==> src/rtl/rtc_apb_requester_if.sv <==
// Command/response and APB bus bundle for the RTC APB requester.
// The master modport is the requester's view; the slave modport is
// the surrounding system (command source plus APB completer).
interface rtc_apb_requester_if #(
    parameter int ADDR_WIDTH = 12,
    parameter int DATA_WIDTH = 32
);
    // command side
    logic                  cmd_valid;
    logic                  cmd_ready;
    logic                  cmd_write;
    logic [ADDR_WIDTH-1:0] cmd_addr;
    logic [DATA_WIDTH-1:0] cmd_wdata;
    // response side
    logic                  rsp_valid;
    logic [DATA_WIDTH-1:0] rsp_rdata;
    logic                  rsp_err;
    // APB side
    logic                  PSEL;
    logic                  PENABLE;
    logic                  PWRITE;
    logic [ADDR_WIDTH-1:0] PADDR;
    logic [DATA_WIDTH-1:0] PWDATA;
    logic [DATA_WIDTH-1:0] PRDATA;
    logic                  PREADY;
    logic                  PSLVERR;

    modport master (
        input  cmd_valid, cmd_write, cmd_addr, cmd_wdata,
        input  PRDATA, PREADY, PSLVERR,
        output cmd_ready, rsp_valid, rsp_rdata, rsp_err,
        output PSEL, PENABLE, PWRITE, PADDR, PWDATA
    );

    modport slave (
        output cmd_valid, cmd_write, cmd_addr, cmd_wdata,
        output PRDATA, PREADY, PSLVERR,
        input  cmd_ready, rsp_valid, rsp_rdata, rsp_err,
        input  PSEL, PENABLE, PWRITE, PADDR, PWDATA
    );
endinterface

==> src/rtl/rtc_apb_requester.sv <==
// APB requester for the RTC register block: turns one command into one
// APB transfer (IDLE -> SETUP -> ACCESS), with a wait-state timeout, and
// reports completion as a single-cycle response pulse.
module rtc_apb_requester #(
    parameter int ADDR_WIDTH = 12,
    parameter int DATA_WIDTH = 32,
    parameter int TIMEOUT    = 16
) (
    input logic                  PCLK,
    input logic                  PRESETn,
    rtc_apb_requester_if.master  bus
);

    typedef enum logic [1:0] {
        IDLE   = 2'd0,
        SETUP  = 2'd1,
        ACCESS = 2'd2
    } state_t;

    // Wait count seen at the start of the last allowed not-ready ACCESS cycle.
    localparam logic [7:0] WAIT_LAST = 8'(TIMEOUT - 1);

    state_t                state_q, state_d;
    logic [7:0]            wait_q, wait_d;
    logic                  pwrite_q, pwrite_d;
    logic [ADDR_WIDTH-1:0] paddr_q, paddr_d;
    logic [DATA_WIDTH-1:0] pwdata_q, pwdata_d;
    logic                  rsp_valid_q, rsp_valid_d;
    logic                  rsp_err_q, rsp_err_d;
    logic [DATA_WIDTH-1:0] rsp_rdata_q, rsp_rdata_d;
    logic                  cmd_ready;

    // Ready only in IDLE and never while reset is held.
    assign cmd_ready = (state_q == IDLE) && PRESETn;

    // Next-state and register updates for the transfer sequencer.
    always_comb begin
        state_d     = state_q;
        wait_d      = wait_q;
        pwrite_d    = pwrite_q;
        paddr_d     = paddr_q;
        pwdata_d    = pwdata_q;
        rsp_valid_d = 1'b0;
        rsp_err_d   = rsp_err_q;
        rsp_rdata_d = rsp_rdata_q;
        case (state_q)
            IDLE: begin
                if (bus.cmd_valid && cmd_ready) begin
                    state_d  = SETUP;
                    pwrite_d = bus.cmd_write;
                    paddr_d  = bus.cmd_addr;
                    pwdata_d = bus.cmd_wdata;
                end
            end
            SETUP: begin
                state_d = ACCESS;
                wait_d  = 8'd0;
            end
            ACCESS: begin
                if (bus.PREADY) begin
                    // Completion wins over a timeout landing in the same cycle.
                    state_d     = IDLE;
                    rsp_valid_d = 1'b1;
                    rsp_err_d   = bus.PSLVERR;
                    rsp_rdata_d = (!pwrite_q && !bus.PSLVERR) ? bus.PRDATA : '0;
                end else if (wait_q == WAIT_LAST) begin
                    state_d     = IDLE;
                    wait_d      = wait_q + 8'd1;
                    rsp_valid_d = 1'b1;
                    rsp_err_d   = 1'b1;
                    rsp_rdata_d = '0;
                end else begin
                    wait_d = wait_q + 8'd1;
                end
            end
            default: state_d = IDLE;
        endcase
    end

    // State and datapath registers, cleared asynchronously by PRESETn.
    always_ff @(posedge PCLK or negedge PRESETn) begin
        if (!PRESETn) begin
            state_q     <= IDLE;
            wait_q      <= 8'd0;
            pwrite_q    <= 1'b0;
            paddr_q     <= '0;
            pwdata_q    <= '0;
            rsp_valid_q <= 1'b0;
            rsp_err_q   <= 1'b0;
            rsp_rdata_q <= '0;
        end else begin
            state_q     <= state_d;
            wait_q      <= wait_d;
            pwrite_q    <= pwrite_d;
            paddr_q     <= paddr_d;
            pwdata_q    <= pwdata_d;
            rsp_valid_q <= rsp_valid_d;
            rsp_err_q   <= rsp_err_d;
            rsp_rdata_q <= rsp_rdata_d;
        end
    end

    assign bus.cmd_ready = cmd_ready;
    assign bus.PSEL      = (state_q == SETUP) || (state_q == ACCESS);
    assign bus.PENABLE   = (state_q == ACCESS);
    assign bus.PWRITE    = pwrite_q;
    assign bus.PADDR     = paddr_q;
    assign bus.PWDATA    = pwdata_q;
    assign bus.rsp_valid = rsp_valid_q;
    assign bus.rsp_err   = rsp_err_q;
    assign bus.rsp_rdata = rsp_rdata_q;

endmodule

==> src/flat_wrapper.sv <==
// flat-port wrapper written by rule: the top's interface ports become plain ports
module rtc_apb_requester_flat 
#(
    parameter int ADDR_WIDTH = 12,
    parameter int DATA_WIDTH = 32,
    parameter int TIMEOUT    = 16
)
  (PCLK, PRESETn, bus_cmd_valid, bus_cmd_write, bus_cmd_addr, bus_cmd_wdata, bus_PRDATA, bus_PREADY, bus_PSLVERR, bus_cmd_ready, bus_rsp_valid, bus_rsp_rdata, bus_rsp_err, bus_PSEL, bus_PENABLE, bus_PWRITE, bus_PADDR, bus_PWDATA);
  rtc_apb_requester_if #(.ADDR_WIDTH(ADDR_WIDTH), .DATA_WIDTH(DATA_WIDTH)) bus_i ();
  input logic PCLK;
  input logic PRESETn;
  input wire logic [$bits(bus_i.cmd_valid)-1:0] bus_cmd_valid;
  input wire logic [$bits(bus_i.cmd_write)-1:0] bus_cmd_write;
  input wire logic [$bits(bus_i.cmd_addr)-1:0] bus_cmd_addr;
  input wire logic [$bits(bus_i.cmd_wdata)-1:0] bus_cmd_wdata;
  input wire logic [$bits(bus_i.PRDATA)-1:0] bus_PRDATA;
  input wire logic [$bits(bus_i.PREADY)-1:0] bus_PREADY;
  input wire logic [$bits(bus_i.PSLVERR)-1:0] bus_PSLVERR;
  output wire logic [$bits(bus_i.cmd_ready)-1:0] bus_cmd_ready;
  output wire logic [$bits(bus_i.rsp_valid)-1:0] bus_rsp_valid;
  output wire logic [$bits(bus_i.rsp_rdata)-1:0] bus_rsp_rdata;
  output wire logic [$bits(bus_i.rsp_err)-1:0] bus_rsp_err;
  output wire logic [$bits(bus_i.PSEL)-1:0] bus_PSEL;
  output wire logic [$bits(bus_i.PENABLE)-1:0] bus_PENABLE;
  output wire logic [$bits(bus_i.PWRITE)-1:0] bus_PWRITE;
  output wire logic [$bits(bus_i.PADDR)-1:0] bus_PADDR;
  output wire logic [$bits(bus_i.PWDATA)-1:0] bus_PWDATA;
  assign bus_i.cmd_valid = bus_cmd_valid;
  assign bus_i.cmd_write = bus_cmd_write;
  assign bus_i.cmd_addr = bus_cmd_addr;
  assign bus_i.cmd_wdata = bus_cmd_wdata;
  assign bus_i.PRDATA = bus_PRDATA;
  assign bus_i.PREADY = bus_PREADY;
  assign bus_i.PSLVERR = bus_PSLVERR;
  assign bus_cmd_ready = bus_i.cmd_ready;
  assign bus_rsp_valid = bus_i.rsp_valid;
  assign bus_rsp_rdata = bus_i.rsp_rdata;
  assign bus_rsp_err = bus_i.rsp_err;
  assign bus_PSEL = bus_i.PSEL;
  assign bus_PENABLE = bus_i.PENABLE;
  assign bus_PWRITE = bus_i.PWRITE;
  assign bus_PADDR = bus_i.PADDR;
  assign bus_PWDATA = bus_i.PWDATA;
  rtc_apb_requester #(.ADDR_WIDTH(ADDR_WIDTH), .DATA_WIDTH(DATA_WIDTH), .TIMEOUT(TIMEOUT)) u_core (.PCLK(PCLK), .PRESETn(PRESETn), .bus(bus_i));
endmodule
==> config.mk <==
export PLATFORM = sky130hd
export DESIGN_NAME = rtc_apb_requester_flat
export DESIGN_NICKNAME = d
export VERILOG_FILES = /design/src/rtl/rtc_apb_requester_if.sv /design/src/rtl/rtc_apb_requester.sv /design/src/flat_wrapper.sv
export SDC_FILE = /design/constraint.sdc
export NUM_CORES = 1
export LEC_CHECK = 0
export ABC_AREA = 1
export BUFFER_PORTS_ARGS = -buffer_cell sky130_fd_sc_hd__buf_2
export CAP_MARGIN = 20
export CELL_PAD_IN_SITES_DETAIL_PLACEMENT = 1
export CELL_PAD_IN_SITES_GLOBAL_PLACEMENT = 2
export CORE_MARGIN = 2
export CORE_UTILIZATION = 26
export DETAILED_ROUTE_END_ITERATION = 10
export PLACE_DENSITY = 0.88
export SKIP_LAST_GASP = 1
export SYNTH_ARGS = -nofsm -noshare
export SYNTH_HDL_FRONTEND = slang
export SYNTH_SLANG_ARGS = --single-unit
==> constraint.sdc <==
create_clock -name PCLK -period 2 [get_ports PCLK]
set_clock_uncertainty 0.15 [all_clocks]
set_input_delay 0.4 -clock PCLK [delete_from_list [all_inputs] [get_ports PCLK]]
set_output_delay 0.4 -clock PCLK [all_outputs]
set_load 0.05 [all_outputs]
## Yosys cells after proc, flatten, opt, wreduce, memory -nomap -nowiden

Cells that the tools add are included.
Widths: inputs -> output; s select.

- Reduce and logical (&&, ||, !) cells: 13
- Add/subtract/negate cells: 1
- Mux-type cells: 14
- Equality and inequality tests: 6

Operators by type and width:

| cell | count |
|---|---|
| $mux 32 | 3 |
| $pmux 8 s2 | 1 |
| $add 8x1->8 const B | 1 |
| $eq 8x4->1 const B | 1 |
| $mux 8 | 1 |
| $reduce_and 2->1 | 4 |
| $mux 2 | 3 |
| $pmux 2 s3 | 1 |
| $mux 1 | 5 |
| $ne 2x2->1 const B | 2 |
| $reduce_bool 2->1 | 2 |
| $logic_and 1x1->1 | 3 |
| $ne 3x2->1 const B | 1 |
| $eq 2x1->1 const B | 1 |
| $eq 2x2->1 const B | 1 |
| $logic_not 1->1 | 2 |
| $logic_not 2->1 | 1 |
| $logic_or 1x1->1 | 1 |

- Logic and storage cells: 42
- Bits of input ports: 82
- Output and inout bits: 82
- Bits in registers: 89

## Logic depth before layout (Yosys ltp)

Gate-level depths: netlist of the first run.

- Word-level depth: 5
- Depth in mapped cells: 9
- Depth with buffers taken out: 9

## Worst setup path before layout of the first run

OpenSTA, ideal clock, no wires.

- Path kind: register -> register
- Start: register u_core.state_q[0]
- End: register u_core.wait_q[6]
- Buffers on the path: 1
- Cell stages (with the launch flop): 9
- Period minus slack after synthesis: 2.030 ns
- Slack: -0.030 ns
- Arrival time: 1.761 ns
- Data required time: 1.730 ns
- Cell sequence: dfrtp_1 -> inv_1 -> ha_1 -> buf_4 -> nand2_1 -> nor2_1 -> nand3_1 -> o21ai_0 -> inv_1

- Cells in the longest elaborated chain, start to end: 3
- Elaborated cells on any way between the ends: 6

RTL lines:

| what | line | source |
|---|---|---|
| start, declared | rtc_apb_requester.sv:23 | `state_t state_q, state_d;` |
| start signal, assigned | rtc_apb_requester.sv:92 | `state_q <= state_d;` |
| $eq 2x2->1 * | - |  |
| via bus_PENABLE | flat_wrapper.sv:24 | `output wire logic [$bits(bus_i.PENABLE)-1:0] bus_PENABLE;` |
| $ne 2x2->1 (no source line) or $reduce_bool 2->1 (tied branches) | - |  |
| $reduce_and 2->1 (no source line) | - |  |
| end signal, assigned | rtc_apb_requester.sv:93 | `wait_q <= wait_d;` |
| end, declared | rtc_apb_requester.sv:24 | `logic [7:0] wait_q, wait_d;` |

Mark *: on every way through the listed nets, which the timed path passes. The rest lies on a longest branch.
A chain may end at the register's enable or synchronous reset.

## Worst setup path after layout of the first run

- Start: register u_core.state_q[0]
- End: output bus_cmd_ready

- Cells in the longest elaborated chain, start to end: 2

RTL lines:

| what | line | source |
|---|---|---|
| $logic_not 2->1 | rtc_apb_requester.sv:34 | `assign cmd_ready = (state_q == IDLE) && PRESETn;` |
| $logic_and 1x1->1 | rtc_apb_requester.sv:34 |  |
| end, declared | flat_wrapper.sv:19 | `output wire logic [$bits(bus_i.cmd_ready)-1:0] bus_cmd_ready;` |

Every way passes these cells.

==> results.py, run 1 <==
metrics = {
    "pwr": {
        "comb_power_share": 0.490,
        "leakage_nw": 3.17,
        "power_density_nw_per_um2": 1660,
        "p_switching_w": 0.00445,
        "p_seq_frac": 0.317,
        "clkPwrFrac": 0.193,
        "p_int_w": 0.00428,
        "p_sw_frac": 0.510,
        "vdd_drop_max_mv": 0.937,
    },
    "layout": {
        "n_antenna_cell": 0,
        "layout-drive-gt1-share": 0.299,
        "stdcell_area_sq_um": 5250,
        "syn2layout_area_growth_pct": 32.9,
        "final_core_util": 0.349,
        "layout.nets": 729,
    },
    "synth": {
        "synth_top_cell_area_share": 0.564,
        "synth_area_sq_um": 3950,
        "synth_warnings": 0,
        "yosysTopAreaCell": "dfrtp_1",
        "ys.flop_type": "dfrtp_1",
        "syn_nets": 571,
        "synth_common_cells": "nand2_1 (180), dfrtp_1 (89), nand3_1 (85), inv_1 (44), nor2_1 (40)",
        "yosysSeqAreaShare": 0.564,
        "synth_seq_cells": 89,
        "yosysMostFrequentCell": "nand2_1",
        "synth_area_per_cell_sq_um": 8.16,
        "async_flop_share": 1.00,
        "synthCells": 484,
        "synth-edff-count": 0,
        "yosys-top-cells-area": "dfrtp_1 (56%), nand2_1 (17%), nand3_1 (11%)",
        "synth_cell_types": 19,
    },
    "worst_setup_path": {
        "required_ns": 1.45,
        "critPathKind": "reg2out",
        "r2r_cells": 7,
        "r2r_slack_ns": 0.25,
        "critical_path_peak_fanout": 4,
        "rr_endpoint": "u_core.wait_q[7]",
        "crit_slowest_cell": "dfrtp_1",
        "crit_path_start": "u_core.state_q[0]",
        "crit_path_end_kind": "output port",
        "critPathArrivalTime_ns": 1.36,
        "endpoint": "bus_cmd_ready",
        "start_kind": "flop",
        "reg2reg_from": "u_core.state_q[0]",
        "max_stage_delay_ns": 0.40,
        "path_cells": "inv_1 -> ha_1 -> nand2_1 -> inv_2 -> buf_6",
    },
    "floorplanning": {
        "die_x_microns": 127,
        "die_area_sq_um": 16200,
        "rows": 45,
        "io_pins": 164,
        "core_area_sq_um": 15000,
        "die_h_microns": 127,
        "initial_core_util": 0.263,
    },
    "run": {
        "maxCapViolCount": 0,
    },
    "clock_tree": {
        "cts_sinks": 89,
        "ctsRootBufferMaster": "clkbuf_16",
        "cts_setup_buffers": 0,
        "cts_tree": "done",
        "postCtsHoldBufs": 0,
        "htreeDepth": 3,
        "cts_made_buffers": 9,
        "clk_latency_ns": 0.34,
        "path_clk_slew_ns": 0.06,
        "clk_path_buf_depth": 2,
    },
    "placement": {
        "gp_congestion": 0.743,
        "dp_hpwl_microns": 8820,
        "port_buffers": 163,
        "placed_cell_area_sq_um": 4960,
    },
    "grt": {
        "grt_overflow": 0,
        "top_usage_layer": "met2",
        "grt_use_met1": 0.195,
        "grt_pass1_vias": 3914,
        "antenna_found_initial": 0,
        "grt_pass1_wl_microns": 19500,
        "grt_max_degree": 90,
        "grt.total_usage": 0.152,
        "grt_util_met3": 0.0553,
        "use_met2": 0.236,
    },
    "sta": {
        "setup_viol": 0,
        "finalHoldViolCount": 13,
        "holdWs_ns": -0.0264,
        "rsz0062_at_grt": "yes",
        "slew_viol_final": 0,
        "clock.fmax_mhz": 523,
        "period_share": 0.955,
        "min_period_ns": 1.91,
        "relSlewSlack": 0.665,
        "worst_pin_slew_ns": 0.502,
    },
    "detailed_routing": {
        "vias_per_cell": 4.43,
        "drt_pass1_iterations": 4,
        "drt_iter0_drc": 139,
        "wirelength_microns": 12000,
        "wl_per_cell_microns": 14.4,
        "drc_errors": 0,
        "ant_nets": 0,
        "via_count": 3697,
    },
    "hold_path": {
        "hp-class": "in2async",
    },
    "outcome": {
        "violations": "negative hold slack",
        "outcome": "finished with violations",
    },
}
-- how the worst min path moves through the flow --
stage / start / end / slack (ns) / depth (start not counted)
after floorplan: PRESETn / u_core.bus.PADDR[0] / -0.05 / 0
after global routing: PRESETn / u_core.bus.rsp_rdata[6] / 0.03 / 2
after CTS: PRESETn / u_core.bus.rsp_rdata[8] / 0.02 / 2
after detailed placement: u_core.bus.PWDATA[6] / u_core.bus.PWDATA[6] / 0.30 / 2
after global placement: u_core.bus.rsp_rdata[31] / u_core.bus.rsp_rdata[31] / 0.30 / 2
final: PRESETn / u_core.bus.rsp_rdata[4] / -0.03 / 2
-- worst max-delay path, delay by kind of cell (launching register included) --
kind | cells | cell delay [ns]
DFF | 1 | 0.40
adders and majority gates | 1 | 0.18
buffers and inverters | 3 | 0.38
and+or+nand+nor | 1 | 0.07
-- stage by stage --
stage / std cells / setup slack (ns) / setup TNS (ns) / power, W
6_report: 834 / 0.0892 / 0 / 0.00874
5_1_grt: 834 / -0.00567 / -0.00567 / 0.00929
3_5_place_dp: 819 / 0.236 / 0 / 0.00712
4_1_cts: 834 / 0.0356 / 0 / 0.00886
2_1_floorplan: 484 / 0.0281 / 0 / 0.00593
3_3_place_gp: 819 / 0.357 / 0 / 0.00700
-- power groups by stage --
stage	registers (W)	clock network [W]	logic (W)
global placement	0.00277	0	0.00423
floorplan	0.00483	0	0.00110
global route	0.00286	0.00184	0.00459
finish	0.00277	0.00169	0.00428
detailed placement	0.00280	0	0.00432
CTS	0.00278	0.00175	0.00432
-- state kept, by name (all words and copies together) (netlist names) --
signal and cells:
u_core.state_q 2, u_core.bus.PWDATA 32, u_core.bus.rsp_err 1, u_core.bus.rsp_rdata 32, u_core.bus.PWRITE 1, u_core.bus.PADDR 12
u_core.bus.rsp_valid 1, u_core.wait_q 8
-- routing by layer --
layer	up-vias	wire length, microns
li1	1808	-
met2	138	5190
met4	0	206
met5	-	0
met3	12	1050
met1	1739	5530
-- timing repair --
item,in CTS,in global routing
gates resized for setup,1,3
hold endpoints to repair,0,0
setup endpoints to repair,1,3
cloned,0,0
-- placed cells by master (no fill, tap or decap), types with 2 or more instances in the layout --
cell / instances
nand2_1: 180
inv_1: 44
nand3_1: 85
o21ai_0: 5
nor2_1: 40
clkinv_2: 2
dfrtp_1: 89
clkbuf_4: 2
ha_1: 4
buf_4: 11
clkbuf_16: 9
a21oi_1: 3
buf_2: 159
-- layout make-up --
| type | count | area (sq um) |
|---|---|---|
| inverters | 45 | 169 |
| clock inverters | 5 | 56.3 |
| well taps | 188 | 235 |
| clock buffers | 10 | 229 |
| multi-input cells | 323 | 1410 |
| repair buffers | 174 | 925 |
| flip-flops and latches | 89 | 2230 |
| fillers | 1858 | 9780 |
-- cell families after synthesis --
kind of cell	count (synthesis)	synth area share
adder cells (fa/ha/maj)	5	0.0158
AND/OR/NAND/NOR	307	0.322
buffers and inverters	72	0.0798
AO/OA/AOI/OAI	11	0.0187
flip-flops	89	0.564
Power figures use the tool's default switching activity.
==> inputs of run 2 (changes only) <==
--- a/config.mk
+++ b/config.mk
@@ -10,6 +10,7 @@
 export CAP_MARGIN = 20
 export CELL_PAD_IN_SITES_DETAIL_PLACEMENT = 1
 export CELL_PAD_IN_SITES_GLOBAL_PLACEMENT = 2
+export CORE_ASPECT_RATIO = 1.1
 export CORE_MARGIN = 2
 export CORE_UTILIZATION = 26
 export DETAILED_ROUTE_END_ITERATION = 10
==> run 2 against run 1 <==
Die area about the same. Utilization up 0.85 points. The run now ends clean. Critical path type unchanged. Total power up 3.3%.
==> results.py, run 2 (synthesis results as in run 1) <==
metrics = {
    "clock_tree": {
        "clk_path_buf_depth": 2,
        "cts_tree": "done",
        "cts_sinks": 89,
        "cts_made_buffers": 9,
        "clk_latency_ns": 0.34,
        "ctsRootBufferMaster": "clkbuf_16",
        "path_clk_slew_ns": 0.06,
        "htreeDepth": 3,
    },
    "pwr": {
        "vdd_drop_max_mv": 0.816,
        "total_power_w": 0.00903,
        "power_density_nw_per_um2": 1690,
        "leakage_nw": 3.21,
    },
    "sta": {
        "period_share": 0.952,
        "finalHoldViolCount": 0,
        "holdWs_ns": 0.00919,
        "setup_tns_ns": 0,
        "slew_viol_final": 0,
        "rsz0062_at_grt": "no",
        "clock.fmax_mhz": 525,
        "min_period_ns": 1.90,
        "worst_pin_slew_ns": 0.619,
        "relSlewSlack": 0.587,
        "setup_viol": 0,
    },
    "layout": {
        "layout.nets": 732,
        "final_cell_mix": "nand2_1 (180), buf_2 (161), dfrtp_1 (89)",
        "layout_commonest_cell": "nand2_1",
        "fillers": 1878,
        "syn2layout_area_growth_pct": 35.3,
        "layout-drive-gt1-share": 0.308,
        "final_cell_count_no_fill": 846,
        "n_antenna_cell": 0,
        "multiInputGateArea_sq_um": 1410,
        "seq_area_sq_um": 2230,
    },
    "run": {
        "maxCapViolCount": 0,
    },
    "grt": {
        "grt_overflow": 0,
        "grt_pass1_vias": 3982,
        "grt.total_usage": 0.149,
        "grt_max_degree": 48,
        "grt_pass1_wl_microns": 19300,
        "antenna_found_initial": 0,
    },
    "worst_setup_path": {
        "path_cells": "inv_2 -> ha_1 -> buf_2",
        "critical_path_peak_fanout": 3,
        "crit_family": "flip-flops",
        "max_stage_delay_ns": 0.40,
        "endpoint": "bus_PSEL",
        "worst-path-stages": 3,
        "r2r_slack_ns": 0.17,
        "crit_buf_inv": 2,
        "reg2reg_from": "u_core.state_q[0]",
        "crit_slowest_cell": "dfrtp_1",
        "crit_path_start": "u_core.state_q[0]",
        "start_kind": "flop",
        "critPathKind": "reg2out",
        "r2r_cells": 9,
        "critPathArrivalTime_ns": 1.35,
        "required_ns": 1.45,
        "rr_endpoint": "u_core.bus.PWRITE",
        "crit_path_end_kind": "output port",
    },
    "floorplanning": {
        "die_area_sq_um": 16200,
        "die_h_microns": 133,
        "rows": 47,
        "die_x_microns": 122,
        "core_area_sq_um": 14900,
        "initial_core_util": 0.265,
        "io_pins": 164,
    },
    "detailed_routing": {
        "drt_iter0_drc": 173,
        "via_count": 3739,
        "vias_per_cell": 4.42,
        "drt_pass1_iterations": 4,
        "wl_per_cell_microns": 13.7,
        "ant_nets": 0,
        "wirelength_microns": 11600,
        "drc_errors": 0,
    },
    "placement": {
        "gp_congestion": 0.775,
        "port_buffers": 163,
        "placedCellCount": 829,
        "dp_hpwl_microns": 8440,
    },
    "hold_path": {
        "hp-class": "in2async",
    },
    "outcome": {
        "outcome": "finished clean",
    },
}
-- run 2: what timing repair did --
action                     in CTS  in global routing
setup endpoints to repair       1                 42
hold buffers                    0                  0
gates cloned                    0                  0
gates resized for setup         4                  3
hold endpoints to repair        0                  0
setup buffers                   1                  0
-- run 2: through the flow --
stage,worst slack (ns),area (sq um),utilization
CTS,0.0424,5340,0.358
floorplan,0.0281,3950,-
detailed placement,0.0554,4970,0.333
finish,0.0963,5350,0.358
global route,0.00634,5350,0.358
global placement,0.163,4970,0.333
-- run 2: worst min-delay path by stage --
stage	startpoint	endpoint	slack, ns	cells after the start
2_1_floorplan	PRESETn	u_core.bus.PADDR[0]	-0.05	0
3_3_place_gp	u_core.bus.PADDR[2]	u_core.bus.PADDR[2]	0.30	2
3_5_place_dp	u_core.bus.PADDR[4]	u_core.bus.PADDR[4]	0.31	2
4_1_cts	PRESETn	u_core.bus.PWDATA[20]	0.03	2
5_1_grt	PRESETn	u_core.bus.PWDATA[14]	0.06	2
6_report	PRESETn	u_core.bus.PWDATA[14]	0.009	2
-- run 2: layout make-up --
class,instances,area share
flip-flops and latches,89,0.417
multi-input cells,323,0.264
repair buffers,177,0.175
well taps,196,0.0459
clock buffers,10,0.0447
inverters,45,0.0321
clock inverters,6,0.0213
-- run 2: worst reg2reg max path, stage by stage, from the launching register on --
cell     delay (ns)
dfrtp_1        0.40
inv_2          0.07
ha_1           0.21
nand2_1        0.11
inv_4          0.05
buf_4          0.16
nand2_1        0.11
buf_4          0.30
nor2_1         0.08
a21oi_1        0.12
-- run 2: where the power goes --
group	internal, W	leakage, nW	switching (W)
Clock	0.00126	0.165	0.000725
Combinational	0.000899	1.88	0.00335
Sequential	0.00242	1.16	0.000372
-- run 2: per-layer routing --
metal,track usage,share of wire,up-vias
met2,0.240,0.47,130
met3,0.0441,0.078,17
li1,-,-,1816
met1,0.187,0.43,1776
met5,0,0,-
met4,0.0645,0.022,0
==> inputs of run 3 (changes only) <==
--- a/config.mk
+++ b/config.mk
@@ -15,6 +15,7 @@
 export CORE_UTILIZATION = 26
 export DETAILED_ROUTE_END_ITERATION = 10
 export PLACE_DENSITY = 0.88
+export REMOVE_ABC_BUFFERS = 1
 export SKIP_LAST_GASP = 1
 export SYNTH_ARGS = -nofsm -noshare
 export SYNTH_HDL_FRONTEND = slang
==> run 3 against run 2 <==
Wire length grew 9.7%. Die area is the same. First-iteration DRC count shrank 1.7%. Utilization shrank 0.050 points. Total power shrank 0.17%. Setup slack lost 0.038 ns. Critical path depth is the same. Critical path type unchanged.
==> results.py, run 3 (synthesis results as in run 1) <==
metrics = {
    "outcome": {
        "outcome": "finished clean",
    },
    "grt": {
        "grt_pass1_vias": 3925,
        "grt_overflow": 0,
        "grt_max_degree": 90,
        "antenna_found_initial": 0,
        "grt.total_usage": 0.159,
        "grt_pass1_wl_microns": 20400,
    },
    "run": {
        "maxCapViolCount": 0,
    },
    "clock_tree": {
        "clk_latency_ns": 0.34,
        "htreeDepth": 3,
        "path_clk_slew_ns": 0.07,
        "cts_tree": "done",
        "cts_made_buffers": 9,
        "clk_path_buf_depth": 2,
        "cts_sinks": 89,
        "ctsRootBufferMaster": "clkbuf_16",
    },
    "floorplanning": {
        "core_area_sq_um": 14900,
        "rows": 47,
        "die_h_microns": 133,
        "die_area_sq_um": 16200,
        "initial_core_util": 0.265,
        "io_pins": 164,
        "die_x_microns": 122,
    },
    "sta": {
        "setup_viol": 0,
        "rsz0062_at_grt": "no",
        "min_period_ns": 1.94,
        "worst_pin_slew_ns": 0.495,
        "slew_viol_final": 0,
        "relSlewSlack": 0.670,
        "clock.fmax_mhz": 515,
        "period_share": 0.971,
        "holdWs_ns": 0.132,
        "finalHoldViolCount": 0,
    },
    "detailed_routing": {
        "ant_nets": 0,
        "wl_per_cell_microns": 15.0,
        "drt_pass1_iterations": 5,
        "drt_iter0_drc": 170,
        "drc_errors": 0,
        "wirelength_microns": 12700,
        "vias_per_cell": 4.45,
        "via_count": 3760,
    },
    "layout": {
        "n_antenna_cell": 0,
        "layout.nets": 731,
        "layout_commonest_cell": "nand2_1",
        "final_core_util": 0.357,
        "final_cell_mix": "nand2_1 (180), buf_2 (160), dfrtp_1 (89)",
        "layout-drive-gt1-share": 0.302,
        "syn2layout_area_growth_pct": 35.1,
    },
    "placement": {
        "dp_hpwl_microns": 9070,
        "port_buffers": 163,
        "gp_congestion": 0.781,
    },
    "worst_setup_path": {
        "start_kind": "flop",
        "crit_path_end_kind": "output port",
        "reg2reg_from": "u_core.state_q[1]",
        "critPathKind": "reg2out",
        "crit_path_start": "u_core.state_q[1]",
        "critical_path_peak_fanout": 3,
        "required_ns": 1.45,
        "critPathArrivalTime_ns": 1.39,
    },
    "hold_path": {
        "hp-class": "in2reg",
        "worstHoldStart": "bus_cmd_addr[1]",
    },
    "pwr": {
        "power_density_nw_per_um2": 1690,
        "vdd_drop_max_mv": 0.669,
        "leakage_nw": 3.21,
    },
}
-- run 3: changes by cell type in the layout (fill, tap and decap cells not counted) --
cell	previous run	this run
clkinvlp_4	2	1
buf_6	1	0
bufinv_16	3	2
buf_12	0	2
dlygate4sd3_1	0	1
buf_2	161	160
inv_1	42	43
ha_1	4	5
ha_2	1	0
clkinv_2	0	1
buf_4	14	12
inv_2	2	1
clkinv_4	0	1
-- run 3: worst paths after layout --
kind	cells after the start	slack [ns]	end
worst max-delay path	3	0.06	bus_PSEL
worst min-delay path	3	0.13	u_core.bus.PADDR[1]
worst max register to register	10	0.19	u_core.state_q[0]
worst min register to register	2	0.32	u_core.bus.rsp_rdata[16]
max in group asynchronous	3	0.77	u_core.bus.rsp_rdata[28]
min in group asynchronous	3	0.56	u_core.bus.PWDATA[29]
-- run 3: area by class of cell --
type,count,area (sq um)
clock buffer,10,239
sequential,89,2230
clock inverter,6,90.1
inverter,45,171
timing repair buffer,176,956
multi-input combinational,323,1410
fill,1874,9600
tap,196,245
-- run 3: worst max-delay path, stage by stage (launching register included) --
cell     delay, ns
dfrtp_1       0.37
inv_1         0.09
ha_1          0.32
buf_2         0.27
-- run 3: per-layer routing --
layer / vias to the layer above / share of wire / track usage
met5: - / 0 / 0
met4: 0 / 0.029 / 0.0651
met3: 23 / 0.032 / 0.0265
met2: 75 / 0.52 / 0.278
met1: 1843 / 0.42 / 0.195
li1: 1819 / - / -
-- run 3: stage by stage --
stage | instances | setup slack, ns | power [W] | setup TNS [ns] | instance area [sq um]
6_report | 845 | 0.0584 | 0.00901 | 0 | 5340
5_1_grt | 845 | 0.00496 | 0.00947 | 0 | 5340
4_1_cts | 843 | -0.0000687 | 0.00909 | -0.0000687 | 5320
3_5_place_dp | 826 | 0.192 | 0.00715 | 0 | 4970
3_3_place_gp | 826 | 0.288 | 0.00704 | 0 | 4970
2_1_floorplan | 457 | -0.742 | 0.00584 | -42.66 | 3800
-- run 3: power breakdown --
| group | total, W | switching (W) | internal (W) |
|---|---|---|---|
| clock | 0.00189 | 0.000753 | 0.00113 |
| sequential | 0.00278 | 0.000358 | 0.00242 |
| combinational | 0.00435 | 0.00343 | 0.000920 |
| total | 0.00901 | 0.00454 | 0.00447 |
-- run 3: repair_timing --
action,in CTS,in global routing
gates resized for setup,4,2
setup endpoints to repair,2,4
gates cloned,0,0
buffers inserted,0,2
hold buffers,1,0
hold endpoints to repair,41,0
pin swaps,0,0
